### config.mk
export PLATFORM = sky130hd
export DESIGN_NAME = tone_gen
export DESIGN_NICKNAME = d
export VERILOG_FILES = /design/src/rtl/snd_pkg.sv /design/src/rtl/tone_channel.sv /design/src/rtl/tone_gen.sv
export SDC_FILE = /design/constraint.sdc
export NUM_CORES = 1
export LEC_CHECK = 0
export CORE_ASPECT_RATIO = 0.5
export CORE_MARGIN = 8
export CORE_UTILIZATION = 40
export DETAILED_ROUTE_END_ITERATION = 8
export PLACE_DENSITY_LB_ADDON = 0.15
export SYNTH_ARGS = -nofsm -noshare
export SYNTH_HDL_FRONTEND = slang
export SYNTH_SLANG_ARGS = --single-unit
### constraint.sdc
create_clock -name clk -period 2.2 [get_ports clk]
set_input_delay 0.33 -clock clk [delete_from_list [all_inputs] [get_ports clk]]
set_output_delay 0.33 -clock clk [all_outputs]
set_load 0.05 [all_outputs]
### src/rtl/snd_pkg.sv
// Shared sound-path types: global enable, tone channel states, index-width helper.
// Latency: n/a (types only); backpressure: n/a.
package snd_pkg;

   typedef enum logic {
      OFF = 1'b0,
      ON  = 1'b1
   } MODE_TYPES;

   typedef enum logic {
      IDLE = 1'b0,
      PLAY = 1'b1
   } TONE_STATE;

   // Selector index width; a single channel still gets a 1-bit index.
   function automatic int idx_w(input int ch);
      return (ch > 1) ? $clog2(ch) : 1;
   endfunction

endpackage

### src/rtl/tone_channel.sv
// One square-wave tone channel: half-period counter, tick counter, phase; first tick P+2 cycles after start.
// Latency: busy one cycle after start; backpressure: none, start/abort accepted every cycle.
module tone_channel
   import snd_pkg::*;
#(
   parameter int N     = 8,
   parameter int DUR_W = 8
) (
   input  logic             clk,
   input  logic             nRst,
   input  MODE_TYPES        mode,
   input  logic             start,
   input  logic [N-1:0]     period,
   input  logic [DUR_W-1:0] dur,
   output logic             busy,
   output logic             done,
   output logic             tick,
   output logic             phase
);

   TONE_STATE        state_q, state_d;
   logic [N-1:0]     count_q, count_d, per_q, per_d;
   logic [DUR_W-1:0] tcnt_q, tcnt_d, dur_q, dur_d;
   logic             phase_q, phase_d, tick_q, tick_d, done_q, done_d;

   always_ff @(posedge clk or negedge nRst) begin
      if (!nRst) begin
         state_q <= IDLE;
         count_q <= '0;
         per_q   <= '0;
         tcnt_q  <= '0;
         dur_q   <= '0;
         phase_q <= 1'b0;
         tick_q  <= 1'b0;
         done_q  <= 1'b0;
      end else begin
         state_q <= state_d;
         count_q <= count_d;
         per_q   <= per_d;
         tcnt_q  <= tcnt_d;
         dur_q   <= dur_d;
         phase_q <= phase_d;
         tick_q  <= tick_d;
         done_q  <= done_d;
      end
   end

   always_comb begin
      state_d = state_q;
      count_d = count_q;
      per_d   = per_q;
      tcnt_d  = tcnt_q;
      dur_d   = dur_q;
      phase_d = phase_q;
      tick_d  = 1'b0;
      done_d  = 1'b0;
      if (mode == OFF) begin
         state_d = IDLE;
         count_d = '0;
         tcnt_d  = '0;
         phase_d = 1'b0;
      end else if (start) begin
         // A start always aborts the current note; zero duration just leaves the channel idle.
         count_d = '0;
         tcnt_d  = '0;
         phase_d = 1'b0;
         if (dur != '0) begin
            state_d = PLAY;
            per_d   = period;
            dur_d   = dur;
         end else begin
            state_d = IDLE;
         end
      end else begin
         case (state_q)
            IDLE: begin
               count_d = '0;
               tcnt_d  = '0;
               phase_d = 1'b0;
            end
            PLAY: begin
               if (count_q >= per_q) begin
                  count_d = '0;
                  tick_d  = 1'b1;
                  phase_d = ~phase_q;
                  if (tcnt_q == dur_q - DUR_W'(1)) begin
                     state_d = IDLE;
                     done_d  = 1'b1;
                     tcnt_d  = '0;
                  end else begin
                     tcnt_d = tcnt_q + DUR_W'(1);
                  end
               end else begin
                  count_d = count_q + N'(1);
               end
            end
            default: state_d = IDLE;
         endcase
      end
   end

   assign busy  = (state_q == PLAY);
   assign done  = done_q;
   assign tick  = tick_q;
   assign phase = phase_q;

endmodule

### src/rtl/tone_gen.sv
// Multi-channel tone generator; lowest-index busy (or final-ticking) channel drives tick/wave.
// Latency: selection is combinational on registered channel state; backpressure: none.
module tone_gen
   import snd_pkg::*;
#(
   parameter int N        = 8,
   parameter int DUR_W    = 8,
   parameter int CHANNELS = 2
) (
   input  logic                               clk,
   input  logic                               nRst,
   input  MODE_TYPES                          state,
   input  logic [CHANNELS-1:0]                start,
   input  logic [CHANNELS-1:0][N-1:0]         period,
   input  logic [CHANNELS-1:0][DUR_W-1:0]     dur,
   output logic [CHANNELS-1:0]                busy,
   output logic [CHANNELS-1:0]                done,
   output logic                               tick,
   output logic                               wave,
   output logic [idx_w(CHANNELS)-1:0]         active_ch
);

   localparam int AW = idx_w(CHANNELS);

   logic [CHANNELS-1:0] ch_tick;
   logic [CHANNELS-1:0] ch_phase;

   for (genvar g = 0; g < CHANNELS; g++) begin : g_ch
      tone_channel #(
         .N     (N),
         .DUR_W (DUR_W)
      ) u_ch (
         .clk    (clk),
         .nRst   (nRst),
         .mode   (state),
         .start  (start[g]),
         .period (period[g]),
         .dur    (dur[g]),
         .busy   (busy[g]),
         .done   (done[g]),
         .tick   (ch_tick[g]),
         .phase  (ch_phase[g])
      );
   end

   // The final tick lands in the cycle busy drops, so a ticking channel stays selectable.
   always_comb begin
      tick      = 1'b0;
      wave      = 1'b0;
      active_ch = '0;
      for (int i = CHANNELS - 1; i >= 0; i--) begin
         if (busy[i] || ch_tick[i]) begin
            active_ch = AW'(i);
            tick      = ch_tick[i];
            wave      = ch_phase[i];
         end
      end
   end

endmodule

* After elaboration in Yosys (flattened, before gate mapping)
Index checks and enable logic that the tools add are counted.
** Operators by class
- Add/sub/neg operators :: 6
- Magnitude comparators :: 2
- Equality and inequality tests :: 4
- Multiplexer cells :: 62
- Bitwise logic cells :: 4
- Reduce and logical (&&, ||, !) cells :: 6
** Operators with widths (number)
- 2-to-1 mux 8 bit :: 14
- case mux 8 bit (2 select lines) :: 4
- 2-to-1 mux 1 bit :: 42
- adder 8 x 1 -> 8 bit, second input constant :: 4
- equality test 8 bit :: 2
- >= comparator 8 bit :: 2
- nonzero test 8 bit :: 2
- subtractor 8 x 1 -> 8 bit, second input constant :: 2
- != test 4 bit, second input constant :: 2
- AND reduction 3 bit :: 2
- NOT 1 bit :: 4
- case mux 1 bit (2 select lines) :: 2
- logical OR 1 bit :: 2
** Storage, ports and cells
- Flip-flop bits (word level) :: 72
- Bits of input ports :: 37

* Logic depth before layout (Yosys ltp)
- Depth in word-level cells :: 7
- Mapped depth :: 9
- Mapped depth without buffers :: 8

* By module
From an unflattened synthesis, not the netlist that was laid out.
** Second synthesis, totals
- Cell total of the unflattened synthesis :: 409
- Area total of the unflattened synthesis :: 3962.6 um^2
** By module, submodules not included
- tone_channel :: times used 2, cells an instance 201, area an instance 1961.9 um^2, sequential area each 900.9 um^2
- tone_gen :: times used 1, cells an instance 7, area an instance 38.8 um^2, sequential area each 0.0 um^2

* Least setup slack after synthesis
Ideal clock, no wire load.
- Path kind :: reg2out
- From :: reg g_ch[0].u_ch.state_q
- To :: out wave
- Data arrival time :: 2.049 ns
- Setup slack :: -0.179 ns
- Stages on the path, launching flop included :: 4
- Buffers on the path :: 0
- Cells stage by stage :: dfrtp_1 -> nor3_1 -> nand2_1 -> nand2_1
** Between the ends
- Word-level cells in the longest chain between the ends :: 2
** RTL lines
- start: declaration :: RTL line tone_channel.sv:21 : TONE_STATE state_q, state_d;
- start signal: assignment :: RTL line tone_channel.sv:37 : state_q <= state_d;
- logical OR 1 bit :: RTL line tone_gen.sv:52 : if (busy[i] || ch_tick[i]) begin
- 2-to-1 mux 1 bit :: RTL line tone_gen.sv:52
- end: declaration :: RTL line tone_gen.sv:19 : output logic wave,
Every way passes these cells.

* Worst setup path after layout
- From :: reg g_ch[0].u_ch.state_q
- To :: out tick
** Between the ends
- Word-level cells in the longest chain between the ends :: 2
** RTL lines
- logical OR 1 bit :: RTL line tone_gen.sv:52
- 2-to-1 mux 1 bit :: RTL line tone_gen.sv:52
- end: declaration :: RTL line tone_gen.sv:18 : output logic tick,
Every way passes these cells.

==> results.toml <==
[timing]
skew_ps = 8.637
hold_ws_ps = 518.7
timing.setup.tns_ps = 0
rsz0062_at_grt = "no"
fmax_mhz = 481.1
tightestPinTransition_ps = 1068
drv_slew = 0
min_period_over_period_pct = 94.49
setup_viol = 0
slew-limit-headroom_pct = 28.82
hold_viol_final = 0
finalCriticalPeriod_ps = 2079

[clocking]
clk_pin_slew_worst_paths_ps = 60
cts_root_buffer = "clkbuf_16"
cts-htree-levels = 3
cts_made_buffers = 9
post_cts_buffers = 0
cts_tree = "built"
clock_latency_ps = 340
clock_path_buffers = 2
cts.sinks = 72

[logic_synthesis]
synth_nets = 479
ys.flop_type = "dfrtp_1"
synthMuxAreaShare_pct = 3.824
syn_area_per_cell_um2 = 9.816
synth_top_family_by_area = "simple AND/OR/NAND/NOR gates"
synthAdderAreaFrac_pct = 6.677
ys_seq_area_share_pct = 43.70
synth_enable_flop_cells = 0
yosys.area_share.simple_pct = 18.42
yosys.area_share.xor_xnor_pct = 7.223
yosysWarnings = 0
async_flop_share_pct = 100.0
ys_ff_latch = 72
synth_compound_area_share_pct = 14.93
netlist-cell-type-count = 56
syn_area_um2 = 4123
netlist_instances = 420

[power]
seqPwrFrac_pct = 42.8
irDropWorstVdd_uv = 355.3
p_leak_nw = 2.197
total_power_mw = 3.464
netSwitchingFraction_pct = 26.38
power.density_nw_per_um2 = 682.6
pwr-share-comb_pct = 16.7
p_int_mw = 2.550
p_switching_mw = 0.9140
pwr-share-clk_pct = 40.5

[route]
dr.max_layer_used = "met4"
drt-met1-wl_um = 4676
drc = 0
drt-total-wl_um = 9080
drt_pre_antenna_iters = 4
vias = 3075
antenna_left = 0
wl_met3_um = 350
wl_met2_um = 3923
first_iter_violations = 150
routedWlPerCell_um = 14.67
viasPerCell = 4.968

[finish]
diodes = 0
final_cell_mix = "dfrtp_1 (72), nand2_1 (40), clkdlybuf4s50_1 (40)"
ff_latch_area_um2 = 1802
drive_gt1_share_pct = 15.03
nets = 535
final_common_cell = "dfrtp_1"
multiInputGateArea_um2 = 2138
design_area_um2 = 5075
fillers = 922
syn2layout_area_growth_pct = 23.10

[die]
core_um2 = 10120
num_rows = 26
start_util_pct = 40.75
num_io_pins = 44
fp.dieH_um = 87.79
dieArea_um2 = 14010
die_w_um = 159.6

[critical_path]
crit_arrival_ps = 1750
timing.setup.critical_path_class = "reg2out"
worstSetupStartpointType = "register"
cp.required_ps = 1870
endpoint_kind = "primary output"
path_max_fanout = 5

[run]
maxCapViolations = 0

[placement]
dpl.hpwl_um = 6688
place_congestion = 0.7705
portBuffers = 43
placed_area_um2 = 4767

[outcome]
status = "complete, no violations"

[global_routing]
grt_antenna_before_repair = 0
grtUsageTotal_pct = 13.52
grt_pass1_wl_um = 15170
grt_max_degree = 42
grt_pass1_vias = 2959
gr-total-overflow = 0

[hold_path]
hp-class = "in2async"
-- state kept, by name, indices dropped and copies added (netlist names) --
signal,cells
g_ch.u_ch.done,2
g_ch.u_ch.per_q,16
g_ch.u_ch.tick,2
g_ch.u_ch.phase,2
g_ch.u_ch.busy,2
g_ch.u_ch.tcnt_q,16
g_ch.u_ch.dur_q,16
g_ch.u_ch.count_q,16
-- per-layer routing --
layer | vias up | track usage, %
met5 | - | 0
met4 | 0 | 5.098
met3 | 13 | 3.987
met2 | 39 | 20.56
met1 | 1426 | 17.97
li1 | 1597 | -
-- power by group through the flow --
stage               logic [mW]  registers (mW)  clock network, mW
floorplan                0.369            1.49                  0
global placement         0.575            1.50                  0
detailed placement       0.576            1.50                  0
CTS                      0.580            1.48               1.44
global route             0.647            1.49               1.50
finish                   0.578            1.48               1.40
-- area by class of cell --
type	count	share of cell area, %
Sequential cell	72	35.50
Multi-Input combinational cell	305	42.14
Inverter	25	1.849
Timing Repair Buffer	63	11.59
Tap cell	140	3.452
Clock buffer	11	4.586
Clock inverter	3	0.8876
-- synth_stat cells (3+ instances only) --
cell type	n	area, um^2
nand3b_1	5	37.54
ha_1	22	275.3
xor2_1	17	148.9
a31oi_1	4	25.02
inv_1	25	93.84
clkbuf_1	7	26.28
nor2_1	34	127.6
buf_6	4	45.04
o211ai_1	10	75.07
mux2_2	14	157.7
nand3_1	23	115.1
a221o_1	7	70.07
buf_4	6	45.04
dfrtp_1	72	1802
nor4_1	5	31.28
nand2b_1	8	50.05
o21ai_0	21	105.1
and3_1	8	50.05
nor3_1	8	40.04
or2_2	4	25.02
a211oi_1	3	22.52
nand2_1	41	153.9
xnor2_1	17	148.9
a21o_1	3	22.52
a21oi_1	15	75.07
-- timing repair --
item,in CTS,in global routing
hold buffers,1,0
endpoints found under the hold margin,6,0
endpoints found under the setup margin,0,6
gates resized for setup,0,5
-- worst paths after layout --
| kind | start | depth (start not counted) | slack, ps | to |
|---|---|---|---|---|
| hold reg to reg | g_ch[0].u_ch.per_q[0]$_DFFE_PN0P_ | 1 | 520 | g_ch[0].u_ch.per_q[0]$_DFFE_PN0P_ |
| setup / recovery | g_ch[0].u_ch.busy$_DFF_PN0_ | 3 | 120 | tick |
| setup reg to reg | g_ch[0].u_ch.dur_q[3]$_DFFE_PN0P_ | 6 | 150 | g_ch[0].u_ch.tcnt_q[7]$_DFFE_PN0P_ |
| max in group asynchronous | nRst | 3 | 1110 | g_ch[1].u_ch.tcnt_q[1]$_DFFE_PN0P_ |
| min in group clk | g_ch[0].u_ch.per_q[0]$_DFFE_PN0P_ | 1 | 520 | g_ch[0].u_ch.per_q[0]$_DFFE_PN0P_ |
| hold / removal | nRst | 2 | 520 | g_ch[0].u_ch.count_q[2]$_DFF_PN0_ |
-- worst max-delay path: stages (launching register included) --
cell	delay (ps)
dfrtp_1	430
inv_1	70
a21o_1	120
clkdlybuf4s50_1	800
-- through the flow --
stage / worst slack (ps) / cells / util [%]
6_report: 121.3 / 619 / 50.16
5_1_grt: 11.87 / 619 / 50.16
4_1_cts: 83.84 / 619 / 49.96
3_5_place_dp: -111.9 / 604 / 47.12
3_3_place_gp: -45.75 / 604 / 47.12
2_1_floorplan: 174.2 / 420 / -
-- cell families (layout without fill, tap and decap cells) --
group / Yosys count / count (layout)
AO/OA/AOI/OAI: 85 / 85
XOR/XNOR: 34 / 34
adder cells (fa/ha/maj): 22 / 22
buffers and inverters: 43 / 102
flip-flops: 72 / 72
multiplexers: 14 / 14
AND/OR/NAND/NOR: 150 / 150
Power figures use the tool's default switching activity.
